File: config.mk
export PLATFORM = sky130hd
export DESIGN_NAME = ra_2r1w_32x32_ctl
export DESIGN_NICKNAME = d
export VERILOG_FILES = /design/src/rtl/ra_ctl_pkg.sv /design/src/rtl/ra_rd_return_pipe.sv /design/src/rtl/ra_2r1w_32x32_ctl.sv
export SDC_FILE = /design/constraint.sdc
export NUM_CORES = 1
export LEC_CHECK = 0
export BUFFER_PORTS_ARGS = -buffer_cell sky130_fd_sc_hd__buf_2
export CORE_AREA = 2 2 107 109
export CTS_BUF_LIST = sky130_fd_sc_hd__clkbuf_4
export DETAILED_ROUTE_END_ITERATION = 6
export DIE_AREA = 0 0 109 111
export PLACE_DENSITY = 0.71
export SLEW_MARGIN = 15
export SYNTH_ARGS = -nofsm -noshare
export SYNTH_HDL_FRONTEND = slang
export SYNTH_SLANG_ARGS = --single-unit
File: constraint.sdc
create_clock -name clk -period 2 [get_ports clk]
set_input_delay 0.3 -clock clk [delete_from_list [all_inputs] [get_ports clk]]
set_output_delay 0.3 -clock clk [all_outputs]
set_load 0.05 [all_outputs]
File: src/rtl/ra_ctl_pkg.sv
// Shared constants and state encodings for the 2R1W 32x32 register-array controller.
package ra_ctl_pkg;

    localparam int RA_DEPTH = 32;
    localparam int RA_AW    = 5;
    localparam int RA_DW    = 32;

    typedef enum logic [1:0] {
        ST_IDLE = 2'd0,
        ST_INIT = 2'd1,
        ST_RUN  = 2'd2
    } ctl_state_e;

    typedef enum logic {
        RR_A = 1'b0,
        RR_B = 1'b1
    } rr_e;

endpackage

File: src/rtl/ra_rd_return_pipe.sv
// Per-port read return path: valid, write-first bypass flag and bypass data
// delayed to match the array read latency, then muxed onto the client data.
module ra_rd_return_pipe
    import ra_ctl_pkg::*;
#(
    parameter int LATCHRD = 1
) (
    input  logic             clk,
    input  logic             reset_n,
    input  logic             rd_enb,
    input  logic             byp,
    input  logic [0:RA_DW-1] byp_dat,
    input  logic [0:RA_DW-1] arr_rd_dat,
    output logic             rd_vld,
    output logic [0:RA_DW-1] rd_dat
);

    localparam int DEPTH = 1 + LATCHRD;

    logic [DEPTH-1:0] vld_q;
    logic [DEPTH-1:0] byp_q;
    logic [0:RA_DW-1] dat_q [DEPTH];

    always_ff @(posedge clk or negedge reset_n) begin
        if (!reset_n) begin
            vld_q <= '0;
            byp_q <= '0;
            for (int i = 0; i < DEPTH; i++) begin
                dat_q[i] <= '0;
            end
        end else begin
            vld_q[0] <= rd_enb;
            byp_q[0] <= byp;
            dat_q[0] <= byp_dat;
            for (int i = 1; i < DEPTH; i++) begin
                vld_q[i] <= vld_q[i-1];
                byp_q[i] <= byp_q[i-1];
                dat_q[i] <= dat_q[i-1];
            end
        end
    end

    assign rd_vld = vld_q[DEPTH-1];
    assign rd_dat = byp_q[DEPTH-1] ? dat_q[DEPTH-1] : arr_rd_dat;

endmodule

File: src/rtl/ra_2r1w_32x32_ctl.sv
// Init sequencer, round-robin write arbiter and read return logic in front of
// the 2R1W 32x32 register-array wrapper.
module ra_2r1w_32x32_ctl
    import ra_ctl_pkg::*;
#(
    parameter int               LATCHRD  = 1,
    parameter logic [0:RA_DW-1] INIT_VAL = 32'h0
) (
    input  logic             clk,
    input  logic             reset_n,
    input  logic             clear,
    output logic             init_done,
    input  logic             a_rd_req,
    input  logic [0:RA_AW-1] a_rd_adr,
    output logic             a_rd_vld,
    output logic [0:RA_DW-1] a_rd_dat,
    input  logic             b_rd_req,
    input  logic [0:RA_AW-1] b_rd_adr,
    output logic             b_rd_vld,
    output logic [0:RA_DW-1] b_rd_dat,
    input  logic             a_wr_req,
    input  logic [0:RA_AW-1] a_wr_adr,
    input  logic [0:RA_DW-1] a_wr_dat,
    output logic             a_wr_gnt,
    input  logic             b_wr_req,
    input  logic [0:RA_AW-1] b_wr_adr,
    input  logic [0:RA_DW-1] b_wr_dat,
    output logic             b_wr_gnt,
    output logic             arr_rd_enb_0,
    output logic [0:RA_AW-1] arr_rd_adr_0,
    output logic             arr_rd_enb_1,
    output logic [0:RA_AW-1] arr_rd_adr_1,
    output logic             arr_wr_enb_0,
    output logic [0:RA_AW-1] arr_wr_adr_0,
    output logic [0:RA_DW-1] arr_wr_dat_0,
    input  logic [0:RA_DW-1] arr_rd_dat_0,
    input  logic [0:RA_DW-1] arr_rd_dat_1
);

    localparam logic [0:RA_AW-1] ICNT_LAST = RA_AW'(RA_DEPTH - 1);

    ctl_state_e       state_q, state_d;
    logic [0:RA_AW-1] icnt_q, icnt_d;
    rr_e              rr_q, rr_d;
    logic             byp_a, byp_b;

    always_ff @(posedge clk or negedge reset_n) begin
        if (!reset_n) begin
            state_q <= ST_IDLE;
            icnt_q  <= '0;
            rr_q    <= RR_A;
        end else begin
            state_q <= state_d;
            icnt_q  <= icnt_d;
            rr_q    <= rr_d;
        end
    end

    always_comb begin
        state_d      = state_q;
        icnt_d       = icnt_q;
        rr_d         = rr_q;
        init_done    = 1'b0;
        a_wr_gnt     = 1'b0;
        b_wr_gnt     = 1'b0;
        arr_rd_enb_0 = 1'b0;
        arr_rd_enb_1 = 1'b0;
        arr_wr_enb_0 = 1'b0;
        arr_wr_adr_0 = '0;
        arr_wr_dat_0 = '0;
        case (state_q)
            ST_IDLE: state_d = ST_INIT;
            ST_INIT: begin
                arr_wr_enb_0 = 1'b1;
                arr_wr_adr_0 = icnt_q;
                arr_wr_dat_0 = INIT_VAL;
                icnt_d       = icnt_q + 5'd1;
                if (icnt_q == ICNT_LAST) begin
                    state_d = ST_RUN;
                end
            end
            ST_RUN: begin
                init_done    = 1'b1;
                arr_rd_enb_0 = a_rd_req;
                arr_rd_enb_1 = b_rd_req;
                // Pointer only moves on a real conflict, so a lone requester keeps its turn order.
                a_wr_gnt = a_wr_req && (!b_wr_req || (rr_q == RR_A));
                b_wr_gnt = b_wr_req && (!a_wr_req || (rr_q == RR_B));
                if (a_wr_req && b_wr_req) begin
                    rr_d = (rr_q == RR_A) ? RR_B : RR_A;
                end
                if (a_wr_gnt) begin
                    arr_wr_enb_0 = 1'b1;
                    arr_wr_adr_0 = a_wr_adr;
                    arr_wr_dat_0 = a_wr_dat;
                end else if (b_wr_gnt) begin
                    arr_wr_enb_0 = 1'b1;
                    arr_wr_adr_0 = b_wr_adr;
                    arr_wr_dat_0 = b_wr_dat;
                end
                if (clear) begin
                    state_d = ST_INIT;
                end
            end
            default: state_d = ST_IDLE;
        endcase
    end

    assign arr_rd_adr_0 = a_rd_adr;
    assign arr_rd_adr_1 = b_rd_adr;

    // The array returns old data on a same-cycle collision; the pipe substitutes the write data.
    assign byp_a = arr_rd_enb_0 && arr_wr_enb_0 && (a_rd_adr == arr_wr_adr_0);
    assign byp_b = arr_rd_enb_1 && arr_wr_enb_0 && (b_rd_adr == arr_wr_adr_0);

    ra_rd_return_pipe #(.LATCHRD(LATCHRD)) u_pipe_a (
        .clk        (clk),
        .reset_n    (reset_n),
        .rd_enb     (arr_rd_enb_0),
        .byp        (byp_a),
        .byp_dat    (arr_wr_dat_0),
        .arr_rd_dat (arr_rd_dat_0),
        .rd_vld     (a_rd_vld),
        .rd_dat     (a_rd_dat)
    );

    ra_rd_return_pipe #(.LATCHRD(LATCHRD)) u_pipe_b (
        .clk        (clk),
        .reset_n    (reset_n),
        .rd_enb     (arr_rd_enb_1),
        .byp        (byp_b),
        .byp_dat    (arr_wr_dat_0),
        .arr_rd_dat (arr_rd_dat_1),
        .rd_vld     (b_rd_vld),
        .rd_dat     (b_rd_dat)
    );

endmodule

==> impl_metrics.env <==
export IMPL_fin_worst_skew_ns=0.0156
export IMPL_hold_violations=0
export IMPL_synth_edf_count=0
export IMPL_crit_type="flip-flop to output pin"
export IMPL_cp_data_required_time_ns=1.70
export IMPL_crit_slowest_cell="dfrtp_1"
export IMPL_synth_area_per_cell_sq_um=12.7
export IMPL_p_leak_nw=3.38
export IMPL_synth_cell_types=40
export IMPL_crit_chain="ha_4 > and2_4 > and2_4 > a221o_1 > and2_4 > buf_8"
export IMPL_ff2ff_setup_slack_ns=0.08
export IMPL_cts_max_path_buffers=2
export IMPL_fin_crit_sh_pct=117
export IMPL_peakVddDrop_v=0.000816
export IMPL_grt_ovfl_total=0
export IMPL_clk_insertion_delay_late_ns=0.41
export IMPL_dp_hpwl_microns=10000
export IMPL_worst_slack_ns=-0.340
export IMPL_die_area_sq_mm=0.0121
export IMPL_ff2ff_path_depth=9
export IMPL_fin_crit_ns=2.34
export IMPL_ioPinCount=274
export IMPL_tightest_slew_ns=0.399
export IMPL_placedCellCount=711
export IMPL_synthCells=305
export IMPL_postRouteAntennaNets=0
export IMPL_start_util_pct=35.1
export IMPL_crit_cells=6
export IMPL_area_growth_pct=68.0
export IMPL_cts_tree="done"
export IMPL_setup_viol=40
export IMPL_relSlewSlack_pct=73.4
export IMPL_status="complete, but fails checks"
export IMPL_yosysSeqAreaShare_pct=51.5
export IMPL_p_per_area_mw_per_mm2=1000
export IMPL_core_rowCount=39
export IMPL_drt_iter0_markers=130
export IMPL_cp_top_family="simple AND/OR/NAND/NOR gates"
export IMPL_cts_max_level=3
export IMPL_first_pass_iters=4
export IMPL_fmax_mhz=427
export IMPL_place_area_sq_mm=0.00578
export IMPL_rsz0062_at_grt="yes"
export IMPL_numPortBuffers=273
export IMPL_grt_first_pass_wirelength_microns=19300
export IMPL_grt_max_degree=36
export IMPL_maxSlewViolCount=0
export IMPL_wirelength_microns=13200
export IMPL_cp_end_kind="output pin"
export IMPL_core_area_sq_mm=0.0111
export IMPL_numCtsBuffers=9
export IMPL_violations="setup timing"
export IMPL_die_w_microns=109
export IMPL_max_stage_delay_ns=0.45
export IMPL_synthFlopType="dfrtp_1"
export IMPL_gp_congestion=0.848
export IMPL_synth_seq_cells=80
export IMPL_vias_per_cell=4.91
export IMPL_critical_path_buf_inv_count=1
export IMPL_cp_common_cell="and2_4"
export IMPL_die_h_microns=111
export IMPL_root_buffer="clkbuf_4"
export IMPL_final_nets=758
export IMPL_async_flop_share_pct=100
export IMPL_drive_gt1_share_pct=74.2
export IMPL_ys_warn_count=0
export IMPL_startpoint="state_q[1]"
export IMPL_grt_usage_pct=21.0
export IMPL_r2r_start="state_q[1]"
export IMPL_hp_class="input port to flip-flop"
export IMPL_antenna_found_initial=1
export IMPL_cts_sinks=80
export IMPL_crit_arrival_ns=2.04
export IMPL_syn_area_sq_mm=0.00389
export IMPL_fillers=918
export IMPL_cp_start_kind="flip-flop"
export IMPL_wl_per_cell_microns=17.7
export IMPL_worstPathMaxFanout=4
export IMPL_max_cap_violations=0
export IMPL_path_clk_slew_ns=0.14
export IMPL_syn_nets=467
export IMPL_crit_path_end="arr_wr_adr_0[0]"
export IMPL_grt_pass1_vias=3714
export IMPL_reg2reg_to="u_pipe_a.byp_q[0]"
export IMPL_drc_errors=0
export IMPL_via_count=3656
export IMPL_fin_cells=745
export IMPL_fin_area_sq_mm=0.00653
[synthesized netlist by cell type, types with 3 or more instances]
library cell | count | area share (%)
dfrtp_1 | 80 | 52
mux2_2 | 66 | 19
a22o_1 | 32 | 7.2
nor2b_1 | 13 | 2.1
buf_4 | 11 | 2.1
clkbuf_1 | 11 | 1.1
nand2_1 | 8 | 0.77
ha_1 | 7 | 2.3
buf_1 | 6 | 0.58
o21ai_0 | 6 | 0.77
nor3_1 | 5 | 0.64
xnor2_1 | 5 | 1.1
a21oi_1 | 4 | 0.52
a32oi_1 | 4 | 0.90
and2_1 | 4 | 0.64
and3_1 | 4 | 0.64
inv_1 | 4 | 0.39
o21a_1 | 4 | 0.77
and4_1 | 3 | 0.68
nand3_1 | 3 | 0.39
[worst register-to-register path: stages, from the launching register on]
cell	delay [ns]
dfrtp_1	0.45
buf_4	0.17
inv_6	0.07
ha_4	0.20
buf_4	0.14
buf_4	0.10
o311a_1	0.16
nand3_1	0.11
a2111oi_4	0.22
and4_1	0.24
[routing by layer]
layer	up-vias	track usage, %	share of wire, %
li1	1696	-	-
met1	1779	24.7	39
met2	165	37.6	53
met3	16	3.94	6.5
met4	0	7.35	1.7
met5	-	0	0
[metrics by stage]
stage	hold slack, ns	utilization, %	TNS (ns)	setup WS [ns]	total power, mW
floorplan	0.00441	-	-0.0246	-0.0222	4.16
global placement	0.257	52.2	-0.0317	-0.0317	4.89
detailed placement	0.259	52.2	-0.0728	-0.0512	4.94
CTS	0.0766	58.1	-10.83	-0.390	6.49
global route	0.0721	58.9	-13.11	-0.410	6.91
finish	0.117	58.9	-10.23	-0.340	6.56
[area by class of cell]
class	count	area [sq um]	share of cell area (%)
multi-input cells	191	2110	32.4
repair buffers	310	2070	31.7
flip-flops and latches	80	2000	30.7
well taps	143	179	2.74
clock buffers	10	75.1	1.15
clock inverters	6	67.6	1.04
inverters	4	20.0	0.307
diodes	1	2.50	0.0383
[where the power goes]
part	internal (mW)	switching, mW
clock	0.403	0.564
combinational	1.50	1.98
sequential	1.91	0.195
[repair_timing]
action / CTS / global route
pin swaps: 8 / 8
hold buffers: 1 / 0
cloned: 2 / 0
buffers inserted: 11 / 4
resized for setup: 109 / 12
hold endpoints to repair: 27 / 0
endpoints found under the setup margin: 90 / 52
[layout by cell type (no fill, tap or decap), types with 5 or more instances in the layout]
cell and count:
a22o_4 30, and2_4 6, buf_12 7, buf_2 231, buf_4 23, buf_6 42
clkbuf_4 10, dfrtp_1 79, mux2_2 66, nand2_1 8, nor2b_1 9, nor3_1 5
o21ai_0 6, xnor2_1 5
[worst min path at each step]
| stage | cells after the start | slack [ns] | to | startpoint |
|---|---|---|---|---|
| global route | 2 | 0.07 | u_pipe_b.dat_q[58] | a_wr_dat[5] |
| floorplan | 0 | 0.004 | icnt_q[0] | reset_n |
| global placement | 1 | 0.26 | state_q[1] | reset_n |
| detailed placement | 1 | 0.26 | state_q[1] | reset_n |
| finish | 2 | 0.12 | u_pipe_b.dat_q[60] | a_wr_dat[3] |
| CTS | 2 | 0.08 | u_pipe_b.dat_q[60] | a_wr_dat[3] |
[cell families after synthesis]
| group | count (synthesis) | share of synthesized area (%) |
|---|---|---|
| AO/OA/AOI/OAI | 65 | 14.2 |
| XOR/XNOR | 6 | 1.35 |
| adder cells (fa/ha/maj) | 7 | 2.25 |
| buffers and inverters | 34 | 4.57 |
| flip-flops | 80 | 51.5 |
| multiplexers | 66 | 19.1 |
| AND/OR/NAND/NOR | 47 | 6.99 |
[registers in the layout, summed over array words and instances (netlist names)]
name            flops
u_pipe_a.vld_q      2
u_pipe_b.byp_q      2
rr_q                1
icnt_q              5
state_q             2
u_pipe_a.byp_q      2
u_pipe_b.dat_q     64
u_pipe_b.vld_q      2
Note: power is estimated with default switching activity, not from simulation.
